**config.mk**
```make
export PLATFORM = sky130hd
export DESIGN_NAME = mul4_tournament_sequencer
export DESIGN_NICKNAME = d
export VERILOG_FILES = /design/src/rtl/mul4_tournament_sequencer.sv
export SDC_FILE = /design/constraint.sdc
export NUM_CORES = 1
export LEC_CHECK = 0
export ABC_AREA = 1
export ABC_CLOCK_PERIOD_IN_PS = 6700
export BUFFER_PORTS_ARGS = -buffer_cell sky130_fd_sc_hd__buf_4
export CORE_MARGIN = 1.5
export CORE_UTILIZATION = 50
export DETAILED_ROUTE_END_ITERATION = 10
export PLACE_DENSITY = 0.8
export SYNTH_ARGS = -nofsm -noshare
export SYNTH_HDL_FRONTEND = slang
export SYNTH_SLANG_ARGS = --single-unit
```
**constraint.sdc**
```tcl
create_clock -name clk -period 6.7 [get_ports clk]
set_input_delay 1.34 -clock clk [delete_from_list [all_inputs] [get_ports clk]]
set_output_delay 1.34 -clock clk [all_outputs]
set_load 0.05 [all_outputs]
```
**src/rtl/mul4_tournament_sequencer.sv**
```systemverilog
// mul4_tournament_sequencer
//
// Runs a tournament across NUM_CAND candidate 2x2-bit multipliers. All candidates
// share one combinational datapath. Each candidate in turn is selected through
// cand_sel and given the exhaustive 16-lane operand vector. The sequencer waits
// SETTLE_CYCLES, captures the result lanes and scores them against the golden
// product. It keeps the best (candidate index, score) pair.
//
// Ports
//   clk, rst_n              clock, asynchronous active-low reset
//   start, abort            launch a tournament (IDLE only) / cancel one in flight
//   cand_mask [NUM_CAND]    participating candidates, latched at start
//   cand_sel                candidate currently driven to the datapath
//   a1, a0, b1, b0 [16]     operand lanes (lane i: a = i[3:2], b = i[1:0])
//   y3, y2, y1, y0 [16]     result lanes returned by the selected candidate
//   busy                    tournament in progress
//   score_valid/score/score_idx   one-cycle per-candidate score report
//   done                    one-cycle completion pulse
//   winner_valid/winner/winner_score   best candidate, held until next start

module mul4_tournament_sequencer #(
    parameter int NUM_CAND      = 8,
    parameter int SETTLE_CYCLES = 2
) (
    input  logic                        clk,
    input  logic                        rst_n,
    input  logic                        start,
    input  logic                        abort,
    input  logic [NUM_CAND-1:0]         cand_mask,
    output logic [$clog2(NUM_CAND)-1:0] cand_sel,
    output logic [15:0]                 a1,
    output logic [15:0]                 a0,
    output logic [15:0]                 b1,
    output logic [15:0]                 b0,
    input  logic [15:0]                 y3,
    input  logic [15:0]                 y2,
    input  logic [15:0]                 y1,
    input  logic [15:0]                 y0,
    output logic                        busy,
    output logic                        score_valid,
    output logic [6:0]                  score,
    output logic [$clog2(NUM_CAND)-1:0] score_idx,
    output logic                        done,
    output logic                        winner_valid,
    output logic [$clog2(NUM_CAND)-1:0] winner,
    output logic [6:0]                  winner_score
);

    localparam int SEL_W = $clog2(NUM_CAND);

    // Exhaustive operand vector and its golden product, one lane per (a,b) pair.
    localparam logic [15:0] VEC_A1 = 16'hFF00;
    localparam logic [15:0] VEC_A0 = 16'hF0F0;
    localparam logic [15:0] VEC_B1 = 16'hCCCC;
    localparam logic [15:0] VEC_B0 = 16'hAAAA;
    localparam logic [15:0] GOLD_3 = 16'h8000;
    localparam logic [15:0] GOLD_2 = 16'h4C00;
    localparam logic [15:0] GOLD_1 = 16'h6AC0;
    localparam logic [15:0] GOLD_0 = 16'hA0A0;

    localparam logic [3:0] SETTLE_LAST = 4'(SETTLE_CYCLES - 1);

    typedef enum logic [2:0] {IDLE, SETTLE, CAPTURE, SCORE, DONE} state_t;

    state_t              state_reg;
    logic [3:0]          cnt_reg;
    logic [NUM_CAND-1:0] mask_reg;
    logic [15:0]         cap_y3_reg, cap_y2_reg, cap_y1_reg, cap_y0_reg;

    logic [SEL_W-1:0]    first_idx;
    logic [SEL_W-1:0]    next_idx;
    logic                next_found;
    logic [15:0][2:0]    lane_cnt;
    logic [6:0]          score_calc;

    // Lowest participating candidate in the incoming mask. The scan runs downward,
    // so the last hit is the lowest index.
    always_comb begin
        first_idx = '0;
        for (int i = NUM_CAND - 1; i >= 0; i--) begin
            if (cand_mask[i]) begin
                first_idx = SEL_W'(i);
            end
        end
    end

    // Next participating candidate strictly above the current one.
    always_comb begin
        next_idx   = '0;
        next_found = 1'b0;
        for (int i = NUM_CAND - 1; i >= 0; i--) begin
            if (mask_reg[i] && (SEL_W'(i) > cand_sel)) begin
                next_idx   = SEL_W'(i);
                next_found = 1'b1;
            end
        end
    end

    // Correct output bits per lane (0..4), then summed over all 16 lanes (0..64).
    genvar gi;
    generate
        for (gi = 0; gi < 16; gi++) begin : g_lane
            assign lane_cnt[gi] = 3'(~(cap_y3_reg[gi] ^ GOLD_3[gi]))
                                + 3'(~(cap_y2_reg[gi] ^ GOLD_2[gi]))
                                + 3'(~(cap_y1_reg[gi] ^ GOLD_1[gi]))
                                + 3'(~(cap_y0_reg[gi] ^ GOLD_0[gi]));
        end
    endgenerate

    always_comb begin
        score_calc = '0;
        for (int i = 0; i < 16; i++) begin
            score_calc = score_calc + 7'(lane_cnt[i]);
        end
    end

    always_ff @(posedge clk or negedge rst_n) begin
        if (!rst_n) begin
            state_reg    <= IDLE;
            cnt_reg      <= '0;
            mask_reg     <= '0;
            cap_y3_reg   <= '0;
            cap_y2_reg   <= '0;
            cap_y1_reg   <= '0;
            cap_y0_reg   <= '0;
            cand_sel     <= '0;
            a1           <= '0;
            a0           <= '0;
            b1           <= '0;
            b0           <= '0;
            busy         <= 1'b0;
            score_valid  <= 1'b0;
            score        <= '0;
            score_idx    <= '0;
            done         <= 1'b0;
            winner_valid <= 1'b0;
            winner       <= '0;
            winner_score <= '0;
        end else begin
            score_valid <= 1'b0;
            done        <= 1'b0;

            if ((state_reg != IDLE) && abort) begin
                // Abort discards the tournament. No done and no score report
                // this cycle, and the partial winner is invalidated.
                state_reg    <= IDLE;
                busy         <= 1'b0;
                winner_valid <= 1'b0;
                cnt_reg      <= '0;
                a1           <= '0;
                a0           <= '0;
                b1           <= '0;
                b0           <= '0;
            end else begin
                case (state_reg)
                    IDLE: begin
                        // abort wins over a simultaneous start
                        if (start && !abort) begin
                            mask_reg     <= cand_mask;
                            winner_valid <= 1'b0;
                            winner       <= '0;
                            winner_score <= '0;
                            a1           <= VEC_A1;
                            a0           <= VEC_A0;
                            b1           <= VEC_B1;
                            b0           <= VEC_B0;
                            if (cand_mask == '0) begin
                                busy      <= 1'b0;
                                state_reg <= DONE;
                            end else begin
                                busy      <= 1'b1;
                                cand_sel  <= first_idx;
                                cnt_reg   <= '0;
                                state_reg <= SETTLE;
                            end
                        end
                    end

                    SETTLE: begin
                        cnt_reg <= cnt_reg + 4'd1;
                        if (cnt_reg == SETTLE_LAST) begin
                            state_reg <= CAPTURE;
                        end
                    end

                    CAPTURE: begin
                        cap_y3_reg <= y3;
                        cap_y2_reg <= y2;
                        cap_y1_reg <= y1;
                        cap_y0_reg <= y0;
                        state_reg  <= SCORE;
                    end

                    SCORE: begin
                        score       <= score_calc;
                        score_idx   <= cand_sel;
                        score_valid <= 1'b1;
                        // Strict compare: on a tie the earlier (lower) index is kept.
                        if (!winner_valid || (score_calc > winner_score)) begin
                            winner       <= cand_sel;
                            winner_score <= score_calc;
                            winner_valid <= 1'b1;
                        end
                        if (next_found) begin
                            cand_sel  <= next_idx;
                            cnt_reg   <= '0;
                            state_reg <= SETTLE;
                        end else begin
                            busy      <= 1'b0;
                            state_reg <= DONE;
                        end
                    end

                    DONE: begin
                        done      <= 1'b1;
                        state_reg <= IDLE;
                        a1        <= '0;
                        a0        <= '0;
                        b1        <= '0;
                        b0        <= '0;
                    end

                    default: state_reg <= IDLE;
                endcase
            end
        end
    end

endmodule

```
==> out/results.ini, run 1 <==
[run_status]
status = finished, final reports clean

[die]
fp.dieW_um = 124
pin_count = 167
fp.dieH_um = 124
dieArea_um2 = 15300
start_util_pct = 51.9
fp-row-count = 43
core-area_um2 = 14000

[final_layout]
multi_input_area_um2 = 3760
n_fill_cell = 1153
nets = 1089
area_delta_synth_final_pct = 18.9
layout_common_cells = inv_1 (150), buf_4 (139), nand2_1 (125)
final-seq-area_um2 = 2650
design_area_um2 = 8670
layout-drive-gt1-share_pct = 26.2
diodes = 0
final_common_cell = inv_1

[synth]
ys_seq_elements = 106
synth.cell_area_um2 = 7290
ys_warn_count = 0
yosysUniqueCellTypes = 32
synth_edf_count = 0
async_flop_share_pct = 100
synth_area_leaders = dfrtp_1 (36%), fa_1 (15%), ha_1 (9.3%), inv_1 (8.2%), nand2_1 (6.7%)
syn-instance-count = 798
ys_seq_area_share_pct = 36.4
avgSynthCellArea_um2 = 9.14
synth_top_cell_area_share_pct = 36.4
synth_ff_type = dfrtp_1
yosysTopAreaCell = dfrtp_1

[sta]
max_slew.worst_pin.slew_ps = 845
finalCritPeriodShare_pct = 98.6
finalHoldViolations = 0
setup_viol_count_final = 0
post-route-min-period_ps = 6600
clock_skew_ps = 7.98
fmaxAchievable_mhz = 151
drv_slew = 0
max_slew_margin_pct = 43.6

[worst_hold_path]
hp-class = flop to flop

[run]
max_cap_viol_count = 0

[detailed_routing]
drt-initial-drc-count = 249
drtAntennaViolNets = 0
firstDrtPassIters = 4
num_vias = 5126
viasPerCell = 4.71
route.detailed.drc = 0
post_drt_wl_per_cell_um = 13.0
totalWireLength_um = 14100

[clock_tree]
htreeDepth = 3
hold_buffers = 0
cts_tree = yes
clkTransAtPathRegs_ps = 70
clock_sinks = 106
cts_buffers = 9
clockBufferDepth = 2
cts_root_buffer = clkbuf_16
clk_latency_ps = 350

[setup_path]
max_stage_delay_ps = 530
crit_buf_inv = 8
worstPathMaxFanout = 6
start_kind = flop
crit_top_cell = inv_1
critPathArrivalTime_ps = 6840
cpMaxStageDelayCell = fa_1
cp_top_family = adder cells
critPathKind = flop to flop
cp-end-kind = flop
required_ps = 6940

[place]
post_dp_cell_area_um2 = 8140
hpwl_um = 10800
routabilityCongestion = 0.889
port_buffers = 134

[global_routing]
grt_pass1_vias = 4935
gr-total-overflow = 0
grt_first_pass_wirelength_um = 22300
grt_antenna_before_repair = 0
grt_max_degree = 74
gr-usage-all-layers_pct = 18.7

-- Yosys cell counts, types with 5 or more instances --
library cell  number
a21oi_1           51
buf_2              8
buf_4             63
clkbuf_1           5
dfrtp_1          106
fa_1              56
ha_1              54
inv_1            159
mux2_2            21
nand2_1          131
nand3_1           14
nor2_1            68
o21ai_0           22
o21ai_2            9
-- cell type report --
| type | count | area share (%) |
|---|---|---|
| clock buffer | 10 | 2.64 |
| multi-input combinational | 481 | 43.4 |
| clock inverter | 6 | 1.04 |
| inverter | 163 | 7.06 |
| tap | 180 | 2.60 |
| sequential | 106 | 30.6 |
| timing repair buffer | 142 | 12.7 |
-- per-layer routing --
layer / global-route usage (%) / vias to the layer above / part of all wire [%]
met5: 0 / - / 0
met4: 4.67 / 0 / 1.3
met3: 4.17 / 13 / 4.8
met2: 31.3 / 125 / 49
met1: 24.9 / 2456 / 44
li1: - / 2532 / -
-- timing repair --
item	in CTS	in global routing
setup buffers	0	2
gates resized for setup	1	44
endpoints found under the setup margin	10	10
cloned	0	1
pin swaps	1	31
-- logic make-up (layout without fill, tap and decap cells) --
group	after synthesis	count (layout)	share of synthesized area [%]
buf+inv	242	321	16.1
other cells	1	32	0.0514
mux	21	21	3.24
simple gates	229	229	12.8
compound gates	86	86	6.49
xor+xnor	3	3	0.360
flops	106	106	36.4
fa+ha+maj	110	110	24.6
-- metrics by stage --
stage                     hold slack (ps)  setup slack, ps  util (%)  instances  TNS, ps
final                                 484             96.1      61.7       1088        0
after global routing                  516            -88.5      61.7       1088     -636
after CTS                             488             9.56      60.2       1085        0
after detailed placement              470            -30.3      58.0       1069     -176
after global placement                459             84.9      58.0       1069        0
after floorplan                       453              187         -        829        0
-- worst min-delay path, delay by kind of cell, from the launching register on --
family	cells	cell delay [ps]
flops	1	350
simple gates	2	100
-- path summary, 6_finish.rpt --
kind,to,cells after the start,slack (ps),start
min,score_idx[0]$_DFFE_PN0P_,2,480,score_idx[0]$_DFFE_PN0P_
min reg2reg,score_idx[0]$_DFFE_PN0P_,2,480,score_idx[0]$_DFFE_PN0P_
max,winner_score[3]$_DFFE_PN0P_,31,100,cap_y3_reg[6]$_DFFE_PN0P_
max in group asynchronous,cap_y2_reg[11]$_DFFE_PN0P_,2,4560,rst_n
min in group asynchronous,mask_reg[6]$_DFFE_PN0P_,1,1000,rst_n
max reg2reg,winner_score[3]$_DFFE_PN0P_,31,100,cap_y3_reg[6]$_DFFE_PN0P_
Power of run 1 is left out: the tool's default activity adds up to more than one toggle a clock period on the data nets, which glitch-free logic cannot reach.
==> inputs of run 2 (changes only) <==
Settings changed: CTS_BUF_LIST set to sky130_fd_sc_hd__clkbuf_16.
==> out/results.ini, run 2 (same netlist as run 1, synthesis figures left out) <==
[final_layout]
fin_cells = 1088
layout_common_cells = inv_1 (151), buf_4 (139), nand2_1 (125)
area_delta_synth_final_pct = 18.9
diodes = 0
final-seq-area_um2 = 2650
nets = 1089
multi_input_area_um2 = 3760
final_common_cell = inv_1
layout-drive-gt1-share_pct = 26.2
n_fill_cell = 1153
fin_util_pct = 61.7

[clock_tree]
cts_tree = yes
cts_buffers = 9
clockBufferDepth = 2
clock_sinks = 106
htreeDepth = 3
clk_latency_ps = 350
cts_root_buffer = clkbuf_16
clkTransAtPathRegs_ps = 70
hold_buffers = 0

[sta]
max_slew_margin_pct = 43.6
post-route-min-period_ps = 6600
finalHoldViolations = 0
clock_skew_ps = 7.97
finalCritPeriodShare_pct = 98.6
fmaxAchievable_mhz = 151
setup_viol_count_final = 0
max_slew.worst_pin.slew_ps = 845
setup_ws_ps = 96.1
hold_slack_ps = 484
drv_slew = 0

[setup_path]
crit_buf_inv = 8
crit_top_cell = inv_1
reg2reg_from = cap_y3_reg[6]$_DFFE_PN0P_
critPathKind = flop to flop
worstPathMaxFanout = 6
required_ps = 6940
cp_top_family = adder cells
start_kind = flop
max_stage_delay_ps = 530
critPathArrivalTime_ps = 6840
cp-end-kind = flop
cpMaxStageDelayCell = fa_1
crit_start = cap_y3_reg[6]$_DFFE_PN0P_

[detailed_routing]
viasPerCell = 4.71
totalWireLength_um = 14100
drtAntennaViolNets = 0
drt-initial-drc-count = 249
firstDrtPassIters = 4
post_drt_wl_per_cell_um = 13.0
route.detailed.drc = 0
num_vias = 5126

[die]
dieArea_um2 = 15300
pin_count = 167
fp.dieH_um = 124
start_util_pct = 51.9
fp-row-count = 43
core-area_um2 = 14000
fp.dieW_um = 124

[global_routing]
gr-total-overflow = 0
grt_pass1_vias = 4935
grt_antenna_before_repair = 0
grt_max_degree = 74
gr-usage-all-layers_pct = 18.7
grt_first_pass_wirelength_um = 22300

[run_status]
status = finished, final reports clean

[run]
max_cap_viol_count = 0

[place]
routabilityCongestion = 0.889
port_buffers = 134
placed_cells = 1069
hpwl_um = 10800
post-place-ws_ps = -30.3

[worst_hold_path]
worstHoldStart = score_idx[0]$_DFFE_PN0P_
hp-class = flop to flop

run 2: cell count changes in the layout (fill, tap and decap cells not counted), sizes merged:
cell	before	now
inv	163	164
clkbuf	11	10
run 2: layer usage:
layer / global-route usage (%) / vias to the layer above / wire, um
met3: 4.17 / 13 / 678
met1: 24.9 / 2456 / 6250
met5: 0 / - / 0
li1: - / 2532 / -
met2: 31.3 / 125 / 6970
met4: 4.67 / 0 / 190
run 2: cell type report:
type                    instances  area share (%)
multi-input cells             481            43.4
flip-flops and latches        106            30.6
repair buffers                142            12.7
inverters                     163            7.06
clock buffers                   9            2.60
well taps                     180            2.60
clock inverters                 7            1.08
run 2: worst reg2reg max path: cells and delay by family (launching register included):
kind | cells | cell delay (ps)
AO/OA/AOI/OAI | 3 | 390
AND/OR/NAND/NOR | 7 | 460
adder cells (fa/ha/maj) | 12 | 4560
flip-flops | 1 | 400
XOR/XNOR | 1 | 140
buffers and inverters | 8 | 560
run 2: timing repair:
item | in CTS | in global routing
setup buffers | 0 | 2
pin swaps | 1 | 31
resized for setup | 1 | 44
hold endpoints to repair | 0 | 0
setup endpoints to repair | 10 | 10
cloned | 0 | 1
run 2: worst paths after layout:
check,endpoint,slack [ps],cells after the start
setup / recovery,winner_score[3]$_DFFE_PN0P_,100,31
hold / removal,score_idx[0]$_DFFE_PN0P_,480,2
setup reg to reg,winner_score[3]$_DFFE_PN0P_,100,31
hold reg to reg,score_idx[0]$_DFFE_PN0P_,480,2
max in group asynchronous,cap_y2_reg[11]$_DFFE_PN0P_,4560,2
min in group asynchronous,mask_reg[6]$_DFFE_PN0P_,1000,1
run 2: stage by stage:
| stage | setup TNS [ps] | instance area (um2) |
|---|---|---|
| floorplan | 0 | 7410 |
| global placement | 0 | 8140 |
| detailed placement | -176 | 8140 |
| CTS | 0 | 8460 |
| global route | -637 | 8670 |
| finish | 0 | 8670 |
Power of run 2 is left out for the same reason.
==> inputs of run 3 (changes only) <==
Settings changed: ABC_AREA 1 to unset.
==> out/results.ini, run 3 <==
[synth]
synth_edf_count = 0
synth_top_cell_area_share_pct = 36.3
ys_warn_count = 0
synth.cell_area_um2 = 7300
synth_ff_type = dfrtp_1
syn-instance-count = 741
async_flop_share_pct = 100
synthTopCellsByCount = inv_1 (142), dfrtp_1 (106), nand2_1 (92)
synth_most_common_cell = inv_1
yosysTopAreaCell = dfrtp_1
ys_seq_area_share_pct = 36.3
synth_area_leaders = dfrtp_1 (36%), fa_1 (15%), ha_1 (9.3%), inv_1 (7.3%), buf_4 (6.6%)
ys_seq_elements = 106
yosysUniqueCellTypes = 53
avgSynthCellArea_um2 = 9.85

[run_status]
status = finished with violations
violations = negative setup slack

[global_routing]
grt.busiest_layer = met2
gr-total-overflow = 0
grt_first_pass_wirelength_um = 24200
grt_max_degree = 108
grt_antenna_before_repair = 0
grt_pass1_vias = 5109
met3_usage_pct = 5.31
gr-usage-all-layers_pct = 20.5
met1_usage_pct = 27.2
grt_util_met2_pct = 32.5

[place]
hpwl_um = 10800
post-place-ws_ps = -425
routabilityCongestion = 0.848
port_buffers = 134

[detailed_routing]
drt-initial-drc-count = 305
route.detailed.drc = 0
firstDrtPassIters = 4
post_drt_wl_per_cell_um = 14.2
totalWireLength_um = 14700
drtAntennaViolNets = 0
viasPerCell = 4.94
num_vias = 5110

[final_layout]
area_delta_synth_final_pct = 19.6
nets = 1035
layout_common_cells = buf_4 (151), inv_1 (134), dfrtp_1 (106)
layout-drive-gt1-share_pct = 29.3
final_common_cell = buf_4
diodes = 0

[die]
fp.dieW_um = 124
fp-row-count = 43
pin_count = 167
dieArea_um2 = 15300
start_util_pct = 52.0
fp.dieH_um = 124
core-area_um2 = 14000

[setup_path]
worstPathMaxFanout = 4
required_ps = 6980
critPathArrivalTime_ps = 7100
timing.reg2reg.setup_slack_ps = -120
critPathKind = flop to flop
cp-end-kind = flop
start_kind = flop
reg2reg_depth = 25

[sta]
max_slew.worst_pin.slew_ps = 971
tns_ps = -1000
setup_ws_ps = -121
finalHoldViolations = 0
fmaxAchievable_mhz = 147
setup_viol_count_final = 10
rsz0062_at_grt = yes
max_slew_margin_pct = 35.3
post-route-min-period_ps = 6820
drv_slew = 0
clock_skew_ps = 8.11
finalCritPeriodShare_pct = 102

[clock_tree]
clkTransAtPathRegs_ps = 70
clockBufferDepth = 2
clk_latency_ps = 350
cts_root_buffer = clkbuf_16
clock_sinks = 106
cts_tree = yes
htreeDepth = 3
cts_buffers = 9
hold_buffers = 0

[worst_hold_path]
hp-class = flop to flop
min_path_cells = 2

[run]
max_cap_viol_count = 0

-- run 3: cell type report --
class | count | area (um2)
tap | 180 | 225
sequential | 106 | 2650
clock buffer | 9 | 225
clock inverter | 7 | 77.6
fill | 1131 | 5310
multi-input combinational | 437 | 3880
timing repair buffer | 151 | 1130
inverter | 144 | 541
-- run 3: cells by family after synthesis --
logic type	synth area share [%]
other	0.0514
DFF	36.3
muxes	4.13
AOI/OAI and AO/OA	9.87
adders and majority gates	24.6
buffers and inverters	15.7
xor gates and xnor gates	0.600
and+or+nand+nor	8.70
-- run 3: critical path, stage by stage (launching register included) --
cell and delay (ps):
dfrtp_1 400, fa_1 540, inv_1 40, ha_2 170, ha_4 150, fa_1 550
inv_2 50, fa_1 510, inv_1 50, fa_1 460, fa_1 560, fa_1 430
fa_1 570, ha_1 240, a21oi_2 160, o211ai_1 100, a21oi_1 180, xor2_1 200
inv_1 110, ha_4 290, nand4_1 130, buf_4 170, a21oi_4 170, o211ai_1 150
buf_4 200, o22ai_2 140
-- run 3: routing by layer --
layer	wire length [um]	vias up
met2	7060	127
met1	6430	2485
met4	410	0
met5	0	-
met3	755	27
li1	-	2471
-- run 3: worst paths after layout --
check / end / from
worst max-delay path: winner[2]$_DFFE_PN0P_ / cap_y3_reg[6]$_DFFE_PN0P_
worst min-delay path: score_idx[0]$_DFFE_PN0P_ / score_idx[0]$_DFFE_PN0P_
worst max register to register: winner[2]$_DFFE_PN0P_ / cap_y3_reg[6]$_DFFE_PN0P_
worst min register to register: score_idx[0]$_DFFE_PN0P_ / score_idx[0]$_DFFE_PN0P_
max in group asynchronous: cap_y1_reg[11]$_DFFE_PN0P_ / rst_n
min in group asynchronous: cap_y2_reg[2]$_DFFE_PN0P_ / rst_n
-- run 3: metrics by stage --
stage               hold slack (ps)  cell area, um2  instances  utilization (%)
floorplan                       450            7420        772                -
global placement                465            8130       1012             57.9
detailed placement              475            8130       1012             57.9
CTS                             491            8660       1033             61.7
global route                    514            8730       1034             62.2
finish                          485            8730       1034             62.2
-- run 3: timing repair --
action / 4_1_cts / 5_1_grt
setup endpoints to repair: 10 / 10
buffers inserted: 3 / 1
pin swaps: 36 / 12
gates resized for setup: 40 / 13
cloned: 2 / 0
Power of run 3 is left out for the same reason.
